File: src/rtl/riscv_pkg.sv
// rtl/riscv_pkg.sv - shared RV32I types and constants for the fetch stage
package riscv_pkg;

    localparam int              XLEN             = 32;
    localparam logic [XLEN-1:0] NOP_INSTR        = 32'h0000_0013;
    localparam logic [XLEN-1:0] RESET_PC_DEFAULT = 32'h0000_0000;

    typedef struct packed {
        logic [XLEN-1:0] instr;
        logic [XLEN-1:0] pc;
    } fetch_entry_t;

    typedef enum logic {
        FETCH = 1'b0,
        DRAIN = 1'b1
    } fetch_state_e;

    function automatic logic [XLEN-1:0] word_align(input logic [XLEN-1:0] a);
        return a & ~XLEN'(3);
    endfunction

endpackage

File: src/rtl/fetch_fifo.sv
// rtl/fetch_fifo.sv - prefetch FIFO of {instr, pc} entries; flush overrides push/pop
module fetch_fifo
    import riscv_pkg::*;
#(
    parameter  int DEPTH = 2,
    localparam int CW    = $clog2(DEPTH + 1)
) (
    input  logic          clk,
    input  logic          clr_n,
    input  logic          push,
    input  fetch_entry_t  push_data,
    input  logic          pop,
    input  logic          flush,
    output fetch_entry_t  head,
    output logic [CW-1:0] count,
    output logic          empty,
    output logic          full
);
    localparam int IW = (DEPTH > 1) ? $clog2(DEPTH) : 1;

    fetch_entry_t  mem [DEPTH];
    logic [IW-1:0] rd_ptr;
    logic [IW-1:0] wr_ptr;
    logic          do_push;
    logic          do_pop;

    function automatic logic [IW-1:0] ptr_inc(input logic [IW-1:0] p);
        return (p == IW'(DEPTH - 1)) ? '0 : p + IW'(1);
    endfunction

    assign empty   = (count == '0);
    assign full    = (count == CW'(DEPTH));
    assign do_pop  = pop & ~empty;
    // A full FIFO may still accept a push when the head leaves in the same cycle.
    assign do_push = push & (~full | do_pop);
    assign head    = mem[rd_ptr];

    always_ff @(posedge clk or negedge clr_n) begin
        if (!clr_n) begin
            rd_ptr <= '0;
            wr_ptr <= '0;
            count  <= '0;
        end else if (flush) begin
            rd_ptr <= '0;
            wr_ptr <= '0;
            count  <= '0;
        end else begin
            if (do_push) wr_ptr <= ptr_inc(wr_ptr);
            if (do_pop)  rd_ptr <= ptr_inc(rd_ptr);
            count <= count + CW'(do_push) - CW'(do_pop);
        end
    end

    always_ff @(posedge clk) begin
        if (do_push && !flush) mem[wr_ptr] <= push_data;
    end

endmodule

File: src/rtl/fetch_unit.sv
// rtl/fetch_unit.sv - IF stage: PC, credit-limited imem reads, prefetch buffer, redirect drain
module fetch_unit
    import riscv_pkg::*;
#(
    parameter logic [XLEN-1:0] RESET_PC   = RESET_PC_DEFAULT,
    parameter int              FIFO_DEPTH = 2
) (
    input  logic            clk,
    input  logic            clr_n,
    output logic            imem_req_valid,
    input  logic            imem_req_ready,
    output logic [XLEN-1:0] imem_req_addr,
    input  logic            imem_rsp_valid,
    input  logic [XLEN-1:0] imem_rsp_data,
    input  logic            redirect,
    input  logic [XLEN-1:0] redirect_pc,
    output logic            instr_valid,
    output logic [XLEN-1:0] instr,
    output logic [XLEN-1:0] instr_pc,
    output logic [XLEN-1:0] instr_pc_plus4,
    input  logic            dec_ready
);
    localparam int          CW      = $clog2(FIFO_DEPTH + 1);
    localparam logic [CW:0] DEPTH_W = (CW + 1)'(FIFO_DEPTH);

    fetch_state_e    state;
    logic [XLEN-1:0] pc_q;
    logic [XLEN-1:0] rsp_pc_q;
    logic [XLEN-1:0] redirect_target;
    logic [CW-1:0]   outstanding;
    logic [CW-1:0]   drop_cnt;
    logic [CW-1:0]   drop_reload;
    logic [CW-1:0]   fifo_count;
    logic [1:0]      sync_q;
    logic            clr_n_sync;
    logic            credit;
    logic            fire;
    logic            push;
    logic            pop;
    logic            fifo_empty;
    logic            fifo_full;
    fetch_entry_t    fifo_head;
    fetch_entry_t    push_entry;

    always_ff @(posedge clk or negedge clr_n) begin
        if (!clr_n) sync_q <= 2'b00;
        else        sync_q <= {sync_q[0], 1'b1};
    end
    assign clr_n_sync = sync_q[1];

    // Reads in flight plus buffered entries never exceed the FIFO size, so every response has a slot.
    assign credit         = ({1'b0, outstanding} + {1'b0, fifo_count}) < DEPTH_W;
    assign imem_req_valid = clr_n_sync & ~redirect & credit;
    assign imem_req_addr  = pc_q;
    assign fire           = imem_req_valid & imem_req_ready;

    assign push       = imem_rsp_valid & ~redirect & (state == FETCH);
    assign push_entry = '{instr: imem_rsp_data, pc: rsp_pc_q};

    assign instr_valid    = ~fifo_empty & ~redirect;
    assign pop            = instr_valid & dec_ready;
    assign instr          = fifo_empty ? NOP_INSTR : fifo_head.instr;
    assign instr_pc       = fifo_empty ? rsp_pc_q : fifo_head.pc;
    assign instr_pc_plus4 = instr_pc + XLEN'(4);

    assign redirect_target = word_align(redirect_pc);
    assign drop_reload     = outstanding - CW'(imem_rsp_valid);

    fetch_fifo #(.DEPTH(FIFO_DEPTH)) u_fifo (
        .clk       (clk),
        .clr_n     (clr_n),
        .push      (push),
        .push_data (push_entry),
        .pop       (pop),
        .flush     (redirect),
        .head      (fifo_head),
        .count     (fifo_count),
        .empty     (fifo_empty),
        .full      (fifo_full)
    );

    always_ff @(posedge clk or negedge clr_n) begin
        if (!clr_n) begin
            pc_q        <= RESET_PC;
            rsp_pc_q    <= RESET_PC;
            outstanding <= '0;
            drop_cnt    <= '0;
            state       <= FETCH;
        end else begin
            outstanding <= outstanding + CW'(fire) - CW'(imem_rsp_valid);
            if (redirect) begin
                pc_q     <= redirect_target;
                rsp_pc_q <= redirect_target;
                drop_cnt <= drop_reload;
                state    <= (drop_reload != '0) ? DRAIN : FETCH;
            end else begin
                if (fire) pc_q <= pc_q + XLEN'(4);
                if (imem_rsp_valid) begin
                    case (state)
                        FETCH: rsp_pc_q <= rsp_pc_q + XLEN'(4);
                        DRAIN: begin
                            drop_cnt <= drop_cnt - CW'(1);
                            if (drop_cnt == CW'(1)) state <= FETCH;
                        end
                        default: state <= FETCH;
                    endcase
                end
            end
        end
    end

    a_fifo_overflow: assert property (@(posedge clk) disable iff (!clr_n)
        !(push && fifo_full && !pop));
    a_outstanding_range: assert property (@(posedge clk) disable iff (!clr_n)
        !(imem_rsp_valid && outstanding == '0) &&
        !(fire && !imem_rsp_valid && outstanding == CW'(FIFO_DEPTH)));
    a_drop_range: assert property (@(posedge clk) disable iff (!clr_n)
        !(state == DRAIN && drop_cnt == '0));

endmodule
File: config.mk
export PLATFORM = sky130hd
export DESIGN_NAME = fetch_unit
export DESIGN_NICKNAME = d
export VERILOG_FILES = /design/src/rtl/riscv_pkg.sv /design/src/rtl/fetch_fifo.sv /design/src/rtl/fetch_unit.sv
export SDC_FILE = /design/constraint.sdc
export NUM_CORES = 1
export LEC_CHECK = 0
export CORE_UTILIZATION = 50
export DETAILED_ROUTE_END_ITERATION = 8
export PLACE_DENSITY = 0.79
export SLEW_MARGIN = 20
export SYNTH_ARGS = -nofsm -noshare
export SYNTH_HDL_FRONTEND = slang
export SYNTH_SLANG_ARGS = --single-unit
File: constraint.sdc
create_clock -name clk -period 5.6 [get_ports clk]
set_input_delay 1.12 -clock clk [delete_from_list [all_inputs] [get_ports clk]]
set_output_delay 1.12 -clock clk [all_outputs]
set_load 0.05 [all_outputs]
==> results of run 1 <==
-- worst max-delay path, stage by stage (launching register included) --
cell and delay [ps]:
dfrtp_1 380, or2_1 540, buf_4 340, a21oi_1 280, and4_1 440, nand4_4 220
nor4_1 340, xnor2_1 170, clkdlybuf4s50_1 820
-- logic make-up (layout without fill, tap and decap cells) --
family	count (synthesis)	count (layout)	share of synthesized area
AO/OA/AOI/OAI	98	98	0.0666
flip-flops	195	195	0.587
other	2	7	0.000801
XOR/XNOR	69	69	0.0645
buffers and inverters	63	262	0.0332
AND/OR/NAND/NOR	277	277	0.142
multiplexers	83	83	0.0914
adder cells (fa/ha/maj)	10	10	0.0142
-- routing by layer --
metal / part of all wire / routed length, microns
met1: 0.44 / 9760
met2: 0.48 / 10600
met3: 0.071 / 1570
met4: 0.011 / 247
met5: 0 / 0
-- sequential cells by signal, summed over array words and instances (netlist names), 2 cells and up --
| name | flops |
|---|---|
| drop_cnt | 2 |
| sync_q | 2 |
| u_fifo.count | 2 |
| rsp_pc_q | 30 |
| u_fifo.mem | 124 |
| outstanding | 2 |
| imem_req_addr | 30 |
-- placed cells by master, fill, tap and decap left out, types with 27 or more instances in the layout --
cell | netlist | final
nand2_1 | 79 | 79
nor2_1 | 67 | 66
o21ai_0 | 42 | 42
nand3_1 | 43 | 43
xnor2_1 | 43 | 43
clkdlybuf4s50_1 | 0 | 184
mux2i_1 | 62 | 62
dfrtp_1 | 71 | 70
edfxtp_1 | 124 | 124
inv_1 | 27 | 27
-- final cells by class --
cell class,count,area [sq um]
Clock inverter,15,174
Fill cell,1347,6050
Timing Repair Buffer,203,2000
Multi-Input combinational cell,544,3600
Inverter,27,101
Sequential cell,195,5500
Tap cell,229,287
Clock buffer,17,425
-- path summary, 6_finish.rpt --
path	endpoint	from	depth (start not counted)	slack, ps
max	instr_pc_plus4[20]	u_fifo.count[0]	8	520
min	sync_q[1]	sync_q[0]	0	370
max reg2reg	imem_req_addr[25]	u_fifo.count[0]	11	1670
min reg2reg	sync_q[1]	sync_q[0]	0	370
max in group asynchronous	u_fifo.rd_ptr	clr_n	2	4000
min in group asynchronous	imem_req_addr[7]	clr_n	2	880
-- power by group through the flow --
| stage | clock, mW | sequential, mW | combinational [mW] |
|---|---|---|---|
| after floorplan | 0 | 1.86 | 1.33 |
| after global routing | 1.30 | 1.80 | 2.14 |
| after global placement | 0 | 1.81 | 2.01 |
| after CTS | 1.24 | 1.78 | 2.04 |
| final | 1.22 | 1.79 | 2.04 |
| after detailed placement | 0 | 1.81 | 2.03 |
-- stage by stage --
stage	utilization	area, sq um	cells	power [mW]	hold WS, ps
final	0.667	12100	1230	5.04	371
after global routing	0.667	12100	1230	5.24	381
after CTS	0.666	12100	1230	5.07	373
after detailed placement	0.633	11500	1198	3.84	349
after global placement	0.633	11500	1198	3.81	335
after floorplan	-	9390	802	3.19	331
==> results.ini, run 1 <==
[power]
power_density_nw_per_um2 = 417
power.leakage_nw = 4.32
swShare = 0.415
p_int_mw = 2.95
pwr-share-seq = 0.354
clkPwrFrac = 0.242
p_sw_mw = 2.09
peakVddDrop_uv = 265
combinationalPowerShare = 0.404

[timing]
finalClockSkew_ps = 9.94
period_needed_ps = 5080
slew_violations = 0
tns_ps = 0
rsz0062_at_grt = false
maxSlewHeadroom = 0.385
tightestPinTransition_ps = 922
fmaxAchievable_ghz = 0.197
setup_violations = 0
setup_ws_ps = 515
finalCritPeriodShare = 0.908
hold_viol = 0

[detailed_routing]
wl_per_cell_microns = 18.0
dr_total_vias = 6942
via_per_inst = 5.64
drt_iter0_drc = 483
wl_microns = 22100
ant_nets = 0
drcViolationCount = 14
dr.pass1.iters = 7

[global_route]
grt_use_met1 = 0.328
grt-busiest-layer = met2
grt_max_degree = 72
antenna_found_initial = 0
met3_usage = 0.0511
grt-ovfl-total = 0
grt_pass1_vias = 6748
met2_usage = 0.383
grt_use_total = 0.238
grt_pass1_wl_microns = 35900

[floorplan]
start_util = 0.516
die_y_microns = 139
io_pins = 200
num_rows = 49
core-area_sq_um = 18100
die_x_microns = 139
die_area_sq_um = 19300

[yosys]
yosysUniqueCellTypes = 47
netlist_top_cells_count = 124 x edfxtp_1, 79 x nand2_1, 71 x dfrtp_1
syn_area_sq_um = 9370
yosysMostFrequentCell = edfxtp_1
synth_edf_count = 124
synth.largest_area_cell = edfxtp_1
synth-seq-cells = 195
ys_warn_count = 0
async_flop_share = 0.364
synth_area_leaders = edfxtp_1 40%, dfrtp_1 19%, mux2i_1 6.6%
synthCells = 797
syn_avg_cell_area_sq_um = 11.8
seq_area_frac_synth = 0.587
yosys.area.top_type_share = 0.397
synthFlopType = edfxtp_1

[clock_network]
cts_buffer_depth = 2
clkTransAtPathRegs_ps = 80
tritoncts = built
htreeDepth = 4
cts_made_buffers = 17
clock_latency_ps = 440
clock_sinks = 195
cts-hold-fix-buffers = 0
cts.repair.resized = 0
cts-root-buf = clkbuf_16
post_cts_buffers = 0

[placement]
hpwl_microns = 15300
place.gp.congestion = 0.845
numPortBuffers = 191
pre_cts_slack_ps = 958

[status]
violations = DRC
status = finished with violations

[cells_and_area]
area_delta_synth_final_pct = 29.1
finalNetCount = 1068
antenna-diode-count = 0
drive_gt1_frac = 0.0889

[critical_path]
worstPathArrival_ps = 3960
start_kind = flop
path_class = flop to output pin
crit_required_ps = 4480
crit_path_end_kind = output pin
cp_max_fo = 16

[worst_hold_path]
min_path_type = flop to flop

[run]
cap_violations = 0

Power figures use the tool's default switching activity.
==> inputs of run 2 (changes only) <==
- CELL_PAD_IN_SITES_DETAIL_PLACEMENT: unset -> 1
- CELL_PAD_IN_SITES_GLOBAL_PLACEMENT: unset -> 2
- CORE_UTILIZATION: 50 -> 33
- CTS_CLUSTER_SIZE: unset -> 16
- PLACE_DENSITY: 0.79 -> unset
- PLACE_DENSITY_LB_ADDON: unset -> 0.1
==> results.ini, run 2 (synthesis results as in run 1) <==
[status]
status = complete, no violations

[detailed_routing]
drt_iter0_drc = 333
via_per_inst = 4.86
dr_total_vias = 6736
ant_nets = 0
wl_microns = 25100
dr.pass1.iters = 4
drcViolationCount = 0
wl_per_cell_microns = 18.1

[floorplan]
die_area_sq_um = 29100
io_pins = 200
num_rows = 61
die_y_microns = 171
start_util = 0.336
die_x_microns = 171
core-area_sq_um = 27900

[power]
power.leakage_nw = 4.34
peakVddDrop_uv = 177
power_density_nw_per_um2 = 409
total_power_mw = 5.02

[cells_and_area]
top_register = u_fifo.mem
layout_commonest_cell = clkdlybuf4s50_1
layout.cells.non_filler = 1386
multi_input_area_sq_um = 3600
n_fill_cell = 2999
antenna-diode-count = 0
final_cell_mix = 174 x clkdlybuf4s50_1, 124 x edfxtp_1, 79 x nand2_1, 70 x dfrtp_1, 66 x nor2_1
area_delta_synth_final_pct = 30.8
finalNetCount = 1075
design_area_sq_um = 12300
utilization = 0.440
largest_reg_flops = 124
ff_latch_area_sq_um = 5500
drive_gt1_frac = 0.104

[placement]
numPortBuffers = 191
dp.cells = 1354
place_area_sq_um = 11700
pre_cts_slack_ps = 1110
hpwl_microns = 18000
place.gp.congestion = 0.734

[worst_hold_path]
holdPathStages = 0
min_path_type = flop to flop

[clock_network]
cts_made_buffers = 17
cts-root-buf = clkbuf_16
cts-hold-fix-buffers = 0
post_cts_buffers = 0
cts_buffer_depth = 2
clkTransAtPathRegs_ps = 80
clock_sinks = 195
cts.repair.resized = 0
htreeDepth = 4
clock_latency_ps = 440
tritoncts = built

[critical_path]
crit_path_end_kind = output pin
reg2regPathDepth = 13
path_class = flop to output pin
worstPathArrival_ps = 3750
crit_required_ps = 4480
crit_chain = buf_4 > mux2i_1 > a21oi_1 > and4bb_4 > nand4_4 > nor2_1 > xnor2_1 > clkdlybuf4s50_1
cp_max_fo = 22
crit_path_max_incr_delay_ps = 830
crit_path_top_delay_cell = clkdlybuf4s50_1
start_kind = flop

[timing]
hold_slack_ps = 352
period_needed_ps = 4870
setup_ws_ps = 726
slew_violations = 0
maxSlewHeadroom = 0.280
finalCritPeriodShare = 0.870
tightestPinTransition_ps = 1070
tns_ps = 0
rsz0062_at_grt = false
hold_viol = 0
finalClockSkew_ps = 15.9
setup_violations = 0
fmaxAchievable_ghz = 0.205

[run]
cap_violations = 0

[global_route]
grt-ovfl-total = 0
grt_pass1_vias = 7008
grt_pass1_wl_microns = 39200
antenna_found_initial = 0
grt_use_total = 0.178
grt_max_degree = 63

run 2: cell count changes in the layout (fill, tap and decap cells not counted), sizes merged:
cell / previous run / this run
inv: 39 / 36
clkdlybuf4s50: 184 / 174
buf: 19 / 36
clkinv: 3 / 4
clkinvlp: 0 / 2
run 2: report_power, final:
part           total (mW)  internal, mW  switching (mW)
logic                2.07         0.677            1.39
registers            1.78          1.66           0.118
clock network        1.17         0.590           0.584
run 2: final cells by class:
type                            count  share of cell area
Timing Repair Buffer              210               0.165
Sequential cell                   195               0.449
Clock inverter                     15              0.0112
Multi-Input combinational cell    544               0.293
Clock buffer                       17              0.0347
Inverter                           27             0.00827
Tap cell                          378              0.0386
run 2: final timing paths:
kind                                           end  slack [ps]       startpoint
worst max-delay path            instr_pc_plus4[21]         730    u_fifo.rd_ptr
worst min-delay path                     sync_q[1]         350        sync_q[0]
worst max register to register   imem_req_addr[25]        1920  u_fifo.count[0]
worst min register to register           sync_q[1]         350        sync_q[0]
max in group asynchronous            u_fifo.rd_ptr        3750            clr_n
min in group asynchronous             rsp_pc_q[22]         770            clr_n
run 2: worst max-delay path, delay by kind of cell, from the launching register on:
kind                      cells  cell delay, ps
DFF                           1             580
and+or+nand+nor               3             750
AOI/OAI and AO/OA             1             460
xor gates and xnor gates      1             140
muxes                         1             130
buffers and inverters         2            1240
run 2: routing by layer:
metal / share of wire / GRT usage / routed length, microns / up-vias
met2: 0.46 / 0.286 / 11400 / 167
met4: 0.010 / 0.0400 / 255 / 0
met3: 0.045 / 0.0352 / 1120 / 22
met1: 0.49 / 0.246 / 12300 / 3281
met5: 0 / 0 / 0 / -
li1: - / - / - / 3266
